### src/rtl/stream_demux.sv
// stream_demux: steers packets from one valid/ready input stream to one of NUM_OUT
// registered output channels chosen by the first beat's in_sel; out-of-range packets are dropped.
module stream_demux #(
    parameter int NUM_OUT    = 4,
    parameter int DATA_WIDTH = 8,
    localparam int SEL_WIDTH = $clog2(NUM_OUT)
) (
    input  logic                  clk,
    input  logic                  rst_n,
    input  logic [DATA_WIDTH-1:0] in_data,
    input  logic                  in_valid,
    input  logic                  in_last,
    input  logic [SEL_WIDTH-1:0]  in_sel,
    output logic                  in_ready,
    output logic [DATA_WIDTH-1:0] out_data [NUM_OUT-1:0],
    output logic [NUM_OUT-1:0]    out_valid,
    output logic [NUM_OUT-1:0]    out_last,
    input  logic [NUM_OUT-1:0]    out_ready,
    output logic                  err_sel,
    output logic                  busy
);

    typedef enum logic [1:0] {
        ST_IDLE,
        ST_PASS,
        ST_DROP
    } state_e;

    localparam logic [SEL_WIDTH:0] NUM_OUT_W = (SEL_WIDTH + 1)'(NUM_OUT);

    state_e                  state_q, state_d;
    logic [SEL_WIDTH-1:0]    route_q, route_d;
    logic                    err_q, err_d;
    logic [DATA_WIDTH-1:0]   data_q [NUM_OUT-1:0];
    logic [NUM_OUT-1:0]      valid_q;
    logic [NUM_OUT-1:0]      last_q;

    logic [SEL_WIDTH-1:0]    target;
    logic                    sel_in_range;
    logic                    dropping;
    logic                    target_free;
    logic                    accept;

    // NOTE: combinational blocks use blocking '=' with every output given a default first,
    // so each path assigns every signal and no latch is inferred.
    always_comb begin
        sel_in_range = ({1'b0, in_sel} < NUM_OUT_W);
        target       = (state_q == ST_IDLE) ? in_sel : route_q;
        dropping     = (state_q == ST_DROP) || ((state_q == ST_IDLE) && !sel_in_range);
        target_free  = 1'b0;
        for (int k = 0; k < NUM_OUT; k++) begin
            if (target == SEL_WIDTH'(k)) begin
                target_free = !valid_q[k] || out_ready[k];
            end
        end
        // Ready is a function of state, selection and slot occupancy only, never of in_valid.
        in_ready = dropping || target_free;
        accept   = in_valid && in_ready;
    end

    always_comb begin
        state_d = state_q;
        route_d = route_q;
        err_d   = 1'b0;
        if (accept) begin
            case (state_q)
                ST_IDLE: begin
                    route_d = in_sel;
                    err_d   = !sel_in_range;
                    if (!in_last) begin
                        state_d = sel_in_range ? ST_PASS : ST_DROP;
                    end
                end
                default: begin
                    if (in_last) begin
                        state_d = ST_IDLE;
                    end
                end
            endcase
        end
    end

    // NOTE: sequential blocks use non-blocking '<=' so every flop samples pre-edge values.
    always_ff @(posedge clk or negedge rst_n) begin
        if (!rst_n) begin
            state_q <= ST_IDLE;
            route_q <= '0;
            err_q   <= 1'b0;
        end else begin
            state_q <= state_d;
            route_q <= route_d;
            err_q   <= err_d;
        end
    end

    // NOTE: the payload slots are plain flops, not a RAM, so clearing them on reset is
    // cheap and keeps out_data at zero while rst_n is low.
    always_ff @(posedge clk or negedge rst_n) begin
        if (!rst_n) begin
            valid_q <= '0;
            last_q  <= '0;
            for (int k = 0; k < NUM_OUT; k++) begin
                data_q[k] <= '0;
            end
        end else begin
            for (int k = 0; k < NUM_OUT; k++) begin
                // A refill wins over a drain, so a slot can hand off and reload in one cycle.
                if (accept && !dropping && (target == SEL_WIDTH'(k))) begin
                    valid_q[k] <= 1'b1;
                    last_q[k]  <= in_last;
                    data_q[k]  <= in_data;
                end else if (out_ready[k]) begin
                    valid_q[k] <= 1'b0;
                end
            end
        end
    end

    assign out_data  = data_q;
    assign out_valid = valid_q;
    assign out_last  = last_q;
    assign err_sel   = err_q;
    assign busy      = (state_q != ST_IDLE);

endmodule

### config.mk
export PLATFORM = sky130hd
export DESIGN_NAME = stream_demux
export DESIGN_NICKNAME = d
export VERILOG_FILES = /design/src/rtl/stream_demux.sv
export SDC_FILE = /design/constraint.sdc
export NUM_CORES = 1
export LEC_CHECK = 0
export ABC_CLOCK_PERIOD_IN_PS = 4800
export CAP_MARGIN = 20
export CELL_PAD_IN_SITES_DETAIL_PLACEMENT = 1
export CELL_PAD_IN_SITES_GLOBAL_PLACEMENT = 2
export CORE_ASPECT_RATIO = 0.8
export CORE_MARGIN = 1.5
export CORE_UTILIZATION = 32
export DETAILED_ROUTE_END_ITERATION = 10
export PLACE_DENSITY_LB_ADDON = 0.1
export SETUP_SLACK_MARGIN = 0.4
export SYNTH_ARGS = -nofsm -noshare
export SYNTH_HDL_FRONTEND = slang
export SYNTH_SLANG_ARGS = --single-unit
### constraint.sdc
create_clock -name clk -period 4.8 [get_ports clk]
set_clock_uncertainty 0.1 [all_clocks]
set_input_delay 0.96 -clock clk [delete_from_list [all_inputs] [get_ports clk]]
set_output_delay 0.96 -clock clk [all_outputs]
set_load 0.01 [all_outputs]
# [Word level (Yosys, flattened, before mapping)]
# Cells that the tools add are included.
[totals] reg_bits=44 out_inout_bits=43
[op_classes] n_reduce_logical=25 eq_ne=5 muxes=16
[op_table] operator="$mux W1" count=12
[op_table] operator="$reduce_bool A2 Y1" count=6
[op_table] operator="$mux W2" count=4
[op_table] operator="$eq A2 B2 Y1 const B" count=3
[op_table] operator="$logic_and A1 B1 Y1" count=6
[op_table] operator="$logic_not A1 Y1" count=5
[op_table] operator="$logic_or A1 B1 Y1" count=5
[op_table] operator="$logic_not A2 Y1" count=2
[op_table] operator="$reduce_and A3 Y1" count=1
[op_table] operator="$eq A2 B1 Y1 const B" count=1
[op_table] operator="$ne A2 B2 Y1 const B" count=1

# [Depth between registers and ports, before layout]
[logic_depth] ltp_word=12 depth_mapped=5 mapped_depth_nobuf=4

# [Worst setup path after synthesis]
# OpenSTA, ideal clock, no wires.
[synth_timing] path_type="input -> output" startpoint="input port in_sel[1]" endpoint="output port in_ready" cell_stages=3 slack_ps=2091 path_buffers=0 arrival_ps=1649 cell_sequence="mux2_4 -> mux2i_1 -> mux2i_1"
[synth_via] elab_chain_len=7 elab_cells_between_ends=10 classes_between="3 x eq/ne; 5 x mux; 2 x reduce/logical"
[synth_lines] item="start: declaration" line="13" source="input logic [SEL_WIDTH-1:0] in_sel,"
[synth_lines] item="$mux W2 (*)" line="48" source="target = (state_q == ST_IDLE) ? in_sel : route_q;"
[synth_lines] item="$logic_not A2 Y1" line="52" source="if (target == SEL_WIDTH'(k)) begin"
[synth_lines] item="$mux W1 (3 in series)" line="52"
[synth_lines] item="$mux W1 (*)" line="52"
[synth_lines] item="$logic_or A1 B1 Y1 (*)" line="57" source="in_ready = dropping || target_free;"
[synth_lines] item="end: declaration" line="14" source="output logic in_ready,"
# Every way passes the cells marked *; elsewhere a longest branch is shown, timed or not.

# [Worst setup path after layout]
# Ends and elaborated chain as after synthesis.

==> reports/metrics.cfg <==
[cts]
clk_pin_slew_worst_paths_ns = 0.07
cts.repair.resized = 0
cts.sinks = 43
root_buffer = clkbuf_8
postCtsSetupBuffers = 0
cts_tree = yes
ctsHtreeMaxLevel = 2
clk_latency_ns = 0.29
cts_buffers = 5
clk_path_buf_depth = 2
hold_buffers = 0

[detailed_routing]
drt-total-wl_mm = 4.16
wl_per_cell_um = 16.1
vias = 1176
dr.pass1.iters = 3
drtIter0Drc = 33
route.detailed.drc = 0
viasPerCell = 4.56
ant_nets = 0

[final_layout]
drive_above_1_share_pct = 30.0
final_common_cell = clkdlybuf4s50_1
syn_to_final_growth_pct = 40.4
num_antenna_cells = 0
stdcell_area_sq_um = 2560
nNetsFinal = 197
stdcell_count = 258
final_cell_mix = clkdlybuf4s50_1 (58), dfrtp_1 (43), mux2_2 (37)

[outcome]
status = complete, no violations

[synthesis]
synth_top_cell_by_area = dfrtp_1
synth.distinct_cells = 19
ys_ff_latch = 43
synth_cells = 116
postSynthAreaPerCell_sq_um = 15.7
synth_area_leaders = dfrtp_1 (59%), mux2_2 (23%), nand4_4 (3.5%), mux2i_1 (2.7%), mux2i_4 (2.5%)
synthesis.area_sq_um = 1830
yosysWarnings = 0
syn_nets = 134
yosysSeqAreaShare_pct = 58.9
synth_top_area_share_pct = 58.9

[setup_path]
regToRegStartpoint = state_q[0]$_DFFE_PN0P_
reg2reg_depth = 3
worstPathRequired_ns = 3.74
endpoint_kind = primary output
reg2reg_slack_ns = 2.86
path_class = input port to primary output
timing.rr.end = out_data[31]$_DFFE_PN0P_
worst-path-max-fanout = 4
cp.arrival_ns = 2.67
critPathLaunchType = input port

[power_and_ir_drop]
power.internal_w = 0.00118
seqPwrFrac_pct = 37.9
swShare_pct = 32.2
comb_power_share_pct = 49.7
clkPwrFrac_pct = 12.4
p_leak_nw = 1.08
vdd_drop_max_uv = 249
power_density_nw_per_um2 = 682
p_switching_w = 0.000563

[floorplan]
die_x_um = 87.4
initial_core_util_pct = 33.4
pin_count = 61
rows = 24
core_area_sq_um = 5470
die_h_um = 70.6
dieArea_sq_um = 6170

[hold_path]
worstHoldPathCells = 1
holdPathEnd = out_data[23]$_DFFE_PN0P_
hp-start = out_data[23]$_DFFE_PN0P_
hp-class = flip-flop to flip-flop

[timing]
fin_ws_ns = 1.07
fin_setup_tns_ns = 0
setup_viol = 0
slew_headroom_pct = 37.3
finalHoldViolations = 0
timing.final.crit_share_pct = 77.7
max_freq_ghz = 0.268
tightestPinTransition_ns = 0.940
period_needed_ns = 3.73
slew_violations = 0
rsz0062_at_grt = no

[global_route]
grt_first_pass_wirelength_mm = 6.93
gr-total-overflow = 0
grt_pass1_vias = 1352
grt_antenna_before_repair = 0
grtUsageTotal_pct = 14.8
grt_max_degree = 44

[place]
place_inst = 250
place_congestion = 0.680
place_hpwl_mm = 3.00
post-place-ws_ns = 1.06
port_buffers = 59
placed_area_sq_um = 2480

[job]
maxCapViolCount = 0

cell type report:
type	count	area, sq um
inverter	2	7.51
timing repair buffer	59	586
clock inverter	1	5.00
multi-input combinational	68	716
clock buffer	7	76.3
tap	78	97.6
fill	576	2900
sequential	43	1080
routing by layer:
layer / routed length, um / vias up / track usage, %
met2: 1940 / 37 / 23.6
met3: 212 / 5 / 3.97
met5: 0 / - / 0
met1: 1980 / 599 / 20.0
met4: 31 / 0 / 4.41
li1: - / 535 / -
worst max path at each step:
stage / from / end / slack [ns] / cells past startpoint
after global routing: in_sel[1] / in_ready / 0.99 / 5
after CTS: in_sel[1] / in_ready / 1.05 / 5
after detailed placement: in_sel[1] / in_ready / 1.06 / 5
after floorplan: in_sel[1] / in_ready / 2.09 / 3
after global placement: in_sel[1] / in_ready / 1.14 / 5
final: in_sel[1] / in_ready / 1.07 / 5
power groups by stage:
stage / Sequential [W] / Combinational [W] / Clock, W
2_1_floorplan: 0.000727 / 0.000364 / 0
3_3_place_gp: 0.000657 / 0.000868 / 0
3_5_place_dp: 0.000671 / 0.000879 / 0
4_1_cts: 0.000665 / 0.000884 / 0.000227
5_1_grt: 0.000691 / 0.000928 / 0.000243
6_report: 0.000662 / 0.000869 / 0.000217
synthesized netlist by cell type:
cell type  count
a21oi_1        1
o21ai_0        3
inv_1          2
mux2i_1        5
buf_4          2
a2bb2oi_1      1
mux2_2        37
nand2_1        6
nand4_4        3
o22ai_1        1
or2b_1         2
conb_1         1
or2b_2         2
dfrtp_1       43
mux2i_4        2
mux2_4         2
buf_6          1
nand4_2        1
nor2_1         1
worst max-delay path: stages:
cell and delay (ns):
clkdlybuf4s50_1 0.45, mux2_4 0.33, mux2i_1 0.30, mux2i_1 0.13
clkdlybuf4s50_1 0.49
logic make-up (layout without fill, tap and decap cells):
group / after synthesis / in the layout / synth area share, %
compound gates: 6 / 6 / 1.92
buf+inv: 5 / 69 / 1.85
other cells: 1 / 1 / 0.205
flops: 43 / 43 / 58.9
mux: 46 / 46 / 29.7
simple gates: 15 / 15 / 7.40
flip-flops by register name, indices dropped and copies added, names as in the netlist:
register and cells:
route_q 2, state_q 1, out_data 32, out_last 4
out_valid 4
stage by stage:
| step | power (W) | hold slack [ns] | util, % |
|---|---|---|---|
| floorplan | 0.00109 | 0.450 | - |
| global placement | 0.00152 | 0.387 | 45.4 |
| detailed placement | 0.00155 | 0.392 | 45.4 |
| CTS | 0.00178 | 0.409 | 46.9 |
| global route | 0.00186 | 0.427 | 46.9 |
| finish | 0.00175 | 0.405 | 46.9 |
Note: power is estimated with default switching activity, not from simulation.
